`src/rtl/riscv_pkg.sv`:
```
// ---------------------------------------------------------------------------
// riscv_pkg -- shared RV32 core definitions.
//   XLEN        : integer register width
//   reg_addr_t  : architectural register index (x0..x31)
//   REG_ZERO    : hardwired-zero register index
//   REG_A0      : first argument / return value register (a0 = x10)
// ---------------------------------------------------------------------------
package riscv_pkg;

  localparam int XLEN = 32;

  typedef logic [4:0] reg_addr_t;

  localparam reg_addr_t REG_ZERO = 5'd0;
  localparam reg_addr_t REG_A0   = 5'd10;

endpackage

```
`src/rtl/regfile_scoreboard.sv`:
```
// ---------------------------------------------------------------------------
// regfile_scoreboard -- per-register busy bits for RAW/WAW hazard detection.
// Built into regfile_mp only when REGFILE_SCOREBOARD_EN is defined.
//
// Ports
//   clk         : clock, all updates on posedge
//   rst_n       : asynchronous active-low reset, clears every busy bit
//   rd_addr_i   : read operand addresses, one per read port
//   wr_en_i     : writeback valid, clears busy[wr_addr_i]
//   wr_addr_i   : writeback destination
//   iss_en_i    : instruction issued, sets busy[iss_addr_i]
//   iss_addr_i  : destination of the issued instruction
//   rd_busy_o   : operand p still has an outstanding producer
//   iss_waw_o   : issue destination already has an outstanding producer
//
// Fixed-timing interface: no valid/ready handshake. Enables are qualifiers
// sampled on every posedge; hazard outputs are combinational from the
// current busy state and the same-cycle writeback.
// ---------------------------------------------------------------------------
module regfile_scoreboard
  import riscv_pkg::*;
#(
  parameter int NREGS  = 32,
  parameter int NUM_RD = 2,
  parameter int AW     = 5
) (
  input  logic                       clk,
  input  logic                       rst_n,
  input  logic [NUM_RD-1:0][AW-1:0]  rd_addr_i,
  input  logic                       wr_en_i,
  input  logic [AW-1:0]              wr_addr_i,
  input  logic                       iss_en_i,
  input  logic [AW-1:0]              iss_addr_i,
  output logic [NUM_RD-1:0]          rd_busy_o,
  output logic                       iss_waw_o
);

  logic [NREGS-1:0] busy_q;
  logic [NREGS-1:0] busy_d;

  // Clear first, then set: an instruction issued on the same edge that
  // an older producer of the same register writes back keeps it busy.
  always_comb begin
    busy_d = busy_q;
    if (wr_en_i) begin
      busy_d[wr_addr_i] = 1'b0;
    end
    if (iss_en_i && (iss_addr_i != AW'(REG_ZERO))) begin
      busy_d[iss_addr_i] = 1'b1;
    end
  end

  always_ff @(posedge clk or negedge rst_n) begin
    if (!rst_n) begin
      busy_q <= '0;
    end else begin
      busy_q <= busy_d;
    end
  end

  // A writeback in this cycle resolves the hazard because the read path
  // bypasses wr_data into the operand.
  for (genvar p = 0; p < NUM_RD; p++) begin : g_rd_busy
    assign rd_busy_o[p] = busy_q[rd_addr_i[p]] &
                          ~(wr_en_i && (wr_addr_i == rd_addr_i[p]));
  end

  assign iss_waw_o = iss_en_i & busy_q[iss_addr_i] &
                     ~(wr_en_i && (wr_addr_i == iss_addr_i));

endmodule

```
`src/rtl/regfile_mp.sv`:
```
// ---------------------------------------------------------------------------
// regfile_mp -- multi-read-port integer register file for the RV32 core.
// Registered reads (1-cycle latency) with write-to-read bypass, hardwired
// x0, asynchronous clear. Optional busy scoreboard enabled by the macro
// REGFILE_SCOREBOARD_EN.
//
// Ports
//   clk       : clock, all state updates on posedge
//   rst_n     : asynchronous active-low reset
//   rd_addr   : NUM_RD read addresses, sampled at posedge
//   rd_data   : NUM_RD registered read results, valid one cycle later
//   wr_en     : write enable
//   wr_addr   : write address (writes to x0 are dropped)
//   wr_data   : write data
//   dbg_data  : committed value of register DBG_IDX, no bypass
//   iss_en    : [REGFILE_SCOREBOARD_EN] instruction issued
//   iss_addr  : [REGFILE_SCOREBOARD_EN] destination of issued instruction
//   rd_busy   : [REGFILE_SCOREBOARD_EN] operand p has an outstanding producer
//   iss_waw   : [REGFILE_SCOREBOARD_EN] iss_addr already busy
//
// Fixed-latency interface: no valid/ready handshake. wr_en / iss_en are
// qualifiers sampled on every posedge; reads are issued every cycle.
// ---------------------------------------------------------------------------
module regfile_mp
  import riscv_pkg::*;
#(
  parameter int XLEN    = riscv_pkg::XLEN,
  parameter int NREGS   = 32,
  parameter int NUM_RD  = 2,
  parameter int DBG_IDX = int'(REG_A0),
  localparam int AW     = (NREGS > 1) ? $clog2(NREGS) : 1
) (
  input  logic                        clk,
  input  logic                        rst_n,
  input  logic [NUM_RD-1:0][AW-1:0]   rd_addr,
  output logic [NUM_RD-1:0][XLEN-1:0] rd_data,
  input  logic                        wr_en,
  input  logic [AW-1:0]               wr_addr,
  input  logic [XLEN-1:0]             wr_data,
  output logic [XLEN-1:0]             dbg_data
`ifdef REGFILE_SCOREBOARD_EN
  ,
  input  logic                        iss_en,
  input  logic [AW-1:0]               iss_addr,
  output logic [NUM_RD-1:0]           rd_busy,
  output logic                        iss_waw
`endif
);

  if ((NREGS < 2) || (NREGS != (1 << AW))) begin : g_bad_nregs
    $error("regfile_mp: NREGS must be a power of two and >= 2");
  end
  if ((NUM_RD < 1) || (NUM_RD > 4)) begin : g_bad_num_rd
    $error("regfile_mp: NUM_RD must be in 1..4");
  end
  if ((DBG_IDX < 0) || (DBG_IDX >= NREGS)) begin : g_bad_dbg_idx
    $error("regfile_mp: DBG_IDX out of range");
  end

  logic [XLEN-1:0] regs_q [NREGS];
  logic            wr_nz;

  // Entry 0 is never written, so it stays at its reset value of zero.
  assign wr_nz = wr_en && (wr_addr != AW'(REG_ZERO));

  always_ff @(posedge clk or negedge rst_n) begin
    if (!rst_n) begin
      for (int i = 0; i < NREGS; i++) begin
        regs_q[i] <= '0;
      end
    end else if (wr_nz) begin
      regs_q[wr_addr] <= wr_data;
    end
  end

  for (genvar p = 0; p < NUM_RD; p++) begin : g_rd
    logic [XLEN-1:0] rd_d;
    logic [XLEN-1:0] rd_q;

    // x0 check comes first so a same-edge write to x0 is never bypassed.
    always_comb begin
      if (rd_addr[p] == AW'(REG_ZERO)) begin
        rd_d = '0;
      end else if (wr_en && (wr_addr == rd_addr[p])) begin
        rd_d = wr_data;
      end else begin
        rd_d = regs_q[rd_addr[p]];
      end
    end

    always_ff @(posedge clk or negedge rst_n) begin
      if (!rst_n) begin
        rd_q <= '0;
      end else begin
        rd_q <= rd_d;
      end
    end

    assign rd_data[p] = rd_q;
  end

  assign dbg_data = regs_q[DBG_IDX];

`ifdef REGFILE_SCOREBOARD_EN
  regfile_scoreboard #(
    .NREGS  (NREGS),
    .NUM_RD (NUM_RD),
    .AW     (AW)
  ) u_scoreboard (
    .clk        (clk),
    .rst_n      (rst_n),
    .rd_addr_i  (rd_addr),
    .wr_en_i    (wr_en),
    .wr_addr_i  (wr_addr),
    .iss_en_i   (iss_en),
    .iss_addr_i (iss_addr),
    .rd_busy_o  (rd_busy),
    .iss_waw_o  (iss_waw)
  );
`endif

endmodule

```
`config.mk`:
```
export PLATFORM = sky130hd
export DESIGN_NAME = regfile_mp
export DESIGN_NICKNAME = d
export VERILOG_FILES = /design/src/rtl/riscv_pkg.sv /design/src/rtl/regfile_scoreboard.sv /design/src/rtl/regfile_mp.sv
export SDC_FILE = /design/constraint.sdc
export NUM_CORES = 2
export LEC_CHECK = 0
export ABC_AREA = 1
export CELL_PAD_IN_SITES_DETAIL_PLACEMENT = 0
export CELL_PAD_IN_SITES_GLOBAL_PLACEMENT = 1
export CORE_UTILIZATION = 35
export DETAILED_ROUTE_END_ITERATION = 10
export MAX_ROUTING_LAYER = met4
export PLACE_DENSITY_LB_ADDON = 0.1
export SYNTH_ARGS = -nofsm -noshare
export SYNTH_HDL_FRONTEND = slang
export SYNTH_SLANG_ARGS = --single-unit
```
`constraint.sdc`:
```
create_clock -name clk -period 1.35 [get_ports clk]
set_clock_uncertainty 0.05 [all_clocks]
set_input_delay 0.2025 -clock clk [delete_from_list [all_inputs] [get_ports clk]]
set_output_delay 0.2025 -clock clk [all_outputs]
set_load 0.01 [all_outputs]
```
Yosys cells after proc, flatten, opt, wreduce, memory -nomap -nowiden
Cells that the tools add are included.

cells by class
  add/subtract/negate cells = 0
  $mul = 0
  divide/modulo/power cells = 0
  $lt $le $gt $ge = 4
  equal/unequal tests = 2
  shift operators = 0
  muxes and demuxes = 13
  bitwise logic cells = 3
  reduce and logical (&&, ||, !) cells = 7

operators with widths
  kind                                                                          number
  1024-bit bitwise mux                                                          1
  32-bit binary-select mux with 5-bit select                                    2
  32-bit 2-to-1 mux                                                             9
  32-bit demux with 5-bit select                                                1
  6-bit greater-or-equal comparator, second input constant                      3
  5-bit NOT with 6-bit output                                                   3
  5-bit equality test                                                           2
  5-bit zero test                                                               2
  6-bit by 1-bit less-than comparator with 1-bit output, second input constant  1
  5-bit nonzero test                                                            1
  1-bit logical AND                                                             4

word-level totals
  bits in registers = 1088
  latch bits = 0
  memory bits (writable) = 0
  bits in read-only memories = 0
  input port bits = 50
  output and inout bits = 96
  logic and storage cells = 63
  memories kept = 0

Logic depth before layout (Yosys ltp)
  word-level depth = 6
  depth in mapped cells = 14
  mapped depth without buffers = 11

Worst setup path after synthesis
OpenSTA, ideal clock, no wires.

  path kind = input -> register
  from = input rd_addr[0] in the netlist's numbering
  to = register g_rd[0].rd_q[10]
  library setup time = 0.133 ns
  data arrival time = 1.420 ns
  required time = 1.167 ns
  setup slack = -0.253 ns
  stages on the path = 11
  buffers on the path = 4
  cell sequence = buf_2 buf_4 buf_2 clkbuf_1 nand2_1 nand3_1 o21ai_0 a21oi_1 nand2_1 nand2_1 a21oi_1

on the way
  longest elaborated chain between the ends = 6
  elaborated cells on any way between the ends = 9
  those cells by class = eq/ne (1); mux (5); bitwise (1); reduce/logical (2)

RTL lines
  what                                                  RTL line          text
  start: declaration                                    regfile_mp.sv:35  input logic [NUM_RD-1:0][AW-1:0] rd_addr,
  5-bit NOT with 6-bit output (not written as such)     regfile_mp.sv:87  rd_d = regs_q[rd_addr[p]];
  32-bit binary-select mux with 5-bit select            regfile_mp.sv:87
  32-bit 2-to-1 mux (not written as such) (2 in a row)  regfile_mp.sv:87
  32-bit 2-to-1 mux                                     regfile_mp.sv:84  end else if (wr_en && (wr_addr == rd_addr[p])) begin
  32-bit 2-to-1 mux (*)                                 regfile_mp.sv:82  if (rd_addr[p] == AW'(REG_ZERO)) begin
  via g_rd[0].rd_d[10]                                  regfile_mp.sv:77  logic [XLEN-1:0] rd_d;
  end signal: assignment                                regfile_mp.sv:95  rd_q <= rd_d;
  end: declaration                                      regfile_mp.sv:78  logic [XLEN-1:0] rd_q;

The timed path passes the listed nets; every way through them passes the cells marked *. The select of a mux whose other input is x is not followed.
A chain may end at the register's enable or synchronous reset.

Worst setup path after layout
  from = register regs_q, in the netlist dbg_data[15]
  to = output dbg_data[15]

RTL lines
  what                              RTL line          text
  start: declaration                regfile_mp.sv:60  logic [XLEN-1:0] regs_q [NREGS];
  start signal: indexed assignment  regfile_mp.sv:72  regs_q[wr_addr] <= wr_data;
  end: declaration                  regfile_mp.sv:40  output logic [XLEN-1:0] dbg_data

No word-level cell between the ends.

==> flow_summary_export.csv <==
group,metric,value,unit
status,status,"finished with violations",
status,violations,"hold timing, setup timing",
power_and_ir_drop,p_sw_share,32.1,%
synth,ys_seq_elements,1088,
timing,layout_setup_ws,-0.447,ns
timing,worst_pin_slew,0.570,ns
die,io_pins,146,
synth,synth_area_per_cell,7.02,um2
global_routing,grt_pass1_wl,413000,um
synth,synth_ff_type,"dfrtp_1",
worst_setup_path,start_kind,"flop",
clock_tree,htree_num_levels,4,
route,dr_total_vias,62400,
route,ant_nets,0,
die,core,170000,um2
timing,hold_viol_final,8,
timing,finalMaxSlewViolations,0,
final_layout,nFillCells,16800,
hold_path,hold_path_class,"in2async",
final_layout,regArea,27300,um2
final_layout,fin_nets,9270,
global_routing,grt_pass1_vias,59000,
route,wl_per_cell,24.4,um
power_and_ir_drop,power_frac_comb,25.0,%
worst_setup_path,crit_arrival,1.54,ns
timing,slew_headroom,62.0,%
synth,yosys-top-cells-count,"nand2_1, o21ai_0, dfrtp_1",
worst_setup_path,critPathKind,"reg2out",
route,drc,0,
route,vias_per_cell,5.40,
power_and_ir_drop,seqPwrFrac,39.7,%
synth,synth_cell_types,25,
synth,synth_top_area_share,45.4,%
final_layout,final_util,47.9,%
synth,synth_area_leaders,"dfrtp_1, nand2_1, o21ai_0, nand3_1, inv_1",
synth,yosys_warnings,0,
power_and_ir_drop,pwr-share-clk,35.4,%
worst_setup_path,endpoint_kind,"output port",
clock_tree,clkSinkCount,1088,
synth,synth_seq_area_share,45.4,%
synth,synth_nets,8600,
timing,finalCritPeriodShare,133,%
clock_tree,cts_root_buf,"clkbuf_16",
clock_tree,clockBufferDepth,3,
timing,max_freq,556,MHz
die,start_util,35.3,%
final_layout,syn2layout_area_growth,35.5,%
worst_setup_path,cp_max_fo,2,
die,die_w,416,um
timing,rsz0062_at_grt,"true",
global_routing,grt_start_max_net_pins,74,
power_and_ir_drop,p_int,0.0732,W
clock_tree,cts_tree,"built",
final_layout,drive_gt1_share,22.2,%
clock_tree,clkLatencyLatePin,0.80,ns
placement,place_area,73500,um2
placement,gp_congestion,0.904,
run,drv_cap,0,
worst_setup_path,worst-endpoint-required,1.10,ns
timing,min_period,1.80,ns
power_and_ir_drop,power.switching,0.0345,W
placement,dpl.hpwl,189000,um
synth,synth_edf_count,0,
global_routing,track_usage,33.1,%
route,drtIter0Drc,6737,
synth,netlist_instances,8550,
placement,io_buffers,145,
die,die_h,416,um
synth,yosysTopAreaCell,"dfrtp_1",
timing,hold-worst-slack,-0.0266,ns
timing,finalSetupTns,-26.93,ns
route,wl,282000,um
power_and_ir_drop,p_per_area,1320,nW/um2
die,die-area,173000,um2
global_routing,antenna_found_initial,7,
global_routing,grt-ovfl-total,0,
route,drt-pass1-iter-count,6,
final_layout,finalNonFillerCells,11600,
synth,yosysMostFrequentCell,"nand2_1",
clock_tree,clk_pin_slew,0.06,ns
final_layout,multi_input_area,29700,um2
power_and_ir_drop,p_leak,39.1,nW
synth,syn_area,60000,um2
power_and_ir_drop,ir_worst_vdd,1.36,mV
synth,async_flop_share,100,%
placement,dp_cells,11200,
clock_tree,numCtsBuffers,139,
die,fp-row-count,151,
final_layout,final_cell_area,81300,um2
timing,setup_violations,124,
-- routing by layer --
layer | vias up | routed length, um | part of all wire [%] | GRT usage, %
met1 | 30500 | 129000 | 46 | 46.7
met3 | 442 | 19000 | 6.7 | 3.96
li1 | 29100 | - | - | -
met2 | 2335 | 125000 | 44 | 49.7
met4 | 0 | 9610 | 3.4 | 9.91
met5 | - | 0 | 0 | -
-- cells in the final DEF (no fill, tap or decap), types with 10 or more instances in the layout --
cell type	netlist	final
nand2_4	0	59
inv_1	660	629
nor2_1	316	294
dfrtp_2	0	20
or2_2	55	10
clkinv_2	0	17
nor3_4	1	10
a21oi_2	0	77
dfrtp_1	1088	1068
nand3_2	0	194
o211ai_1	196	196
or2_4	0	45
inv_2	9	30
clkbuf_1	522	34
nor2_4	0	11
a21oi_4	0	20
buf_2	144	23
clkbuf_8	0	34
o21ai_2	0	14
o21ai_1	26	120
clkbuf_16	0	149
o21ai_0	1351	1241
buf_4	33	770
a21oi_1	298	201
buf_6	0	140
nand3_1	1085	883
nand2_1	2666	2544
buf_12	0	302
clkdlybuf4s50_1	0	32
nand2_2	7	68
nor2_2	4	15
-- power by group through the flow --
stage          Combinational (W)  Clock, W  Sequential, W
2_1_floorplan             0.0139         0         0.0421
3_3_place_gp              0.0246         0         0.0429
3_5_place_dp              0.0249         0         0.0430
4_1_cts                   0.0261    0.0387         0.0425
5_1_grt                   0.0299    0.0399         0.0434
6_report                  0.0269    0.0381         0.0427
-- metrics by stage --
| stage | worst slack [ns] | total power (W) |
|---|---|---|
| after floorplan | -0.0764 | 0.0560 |
| after global placement | -0.930 | 0.0675 |
| after detailed placement | -0.910 | 0.0679 |
| after CTS | -0.495 | 0.107 |
| after global routing | -0.500 | 0.113 |
| final | -0.447 | 0.108 |
-- flip-flops by register name, summed over array words and instances, names as in the netlist --
register / cells
g_rd.rd_q: 64
regs_q: 992
dbg_data: 32
-- path summary, 6_finish.rpt --
path / startpoint / end / slack [ns] / depth (start not counted)
setup / recovery: dbg_data[15]$_DFFE_PN0P_ / dbg_data[15] / -0.45 / 3
hold / removal: rst_n / regs_q[908]$_DFFE_PN0P_ / -0.03 / 3
setup reg to reg: dbg_data[31]$_DFFE_PN0P_ / g_rd[0].rd_q[31]$_DFF_PN0_ / -0.15 / 8
hold reg to reg: regs_q[1017]$_DFFE_PN0P_ / regs_q[1017]$_DFFE_PN0P_ / 0.33 / 0
max in group asynchronous: rst_n / regs_q[558]$_DFFE_PN0P_ / 0.25 / 4
min in group clk: wr_data[12] / dbg_data[12]$_DFFE_PN0P_ / 0.08 / 3
-- cell families (layout without fill, tap and decap cells) --
logic type | count (synthesis) | in the layout | share of synthesized area [%]
xor gates and xnor gates | 2 | 2 | 0.0292
and+or+nand+nor | 4148 | 4148 | 28.6
DFF | 1088 | 1088 | 45.4
buffers and inverters | 1436 | 2214 | 9.49
other | 0 | 5 | 0
AOI/OAI and AO/OA | 1876 | 1876 | 16.5
-- final cells by class --
class	instances	share of cell area, %
tap	2218	3.41
inverter	671	3.18
sequential	1088	33.5
antenna	5	0.0154
clock inverter	34	0.434
timing repair buffer	1294	17.7
multi-input combinational	6026	36.5
clock buffer	215	5.26
-- what timing repair did --
item | 4_1_cts | 5_1_grt
gates resized for setup | 818 | 323
hold endpoints to repair | 1089 | 4
pin swaps | 182 | 318
hold buffers | 3 | 1
buffers inserted | 56 | 38
setup endpoints to repair | 258 | 899
gates cloned | 10 | 2
-- critical path: stages (launching register included) --
cell	delay [ns]
dfrtp_1	0.39
buf_6	0.13
buf_12	0.12
buf_6	0.11
Note: power is estimated with default switching activity, not from simulation.
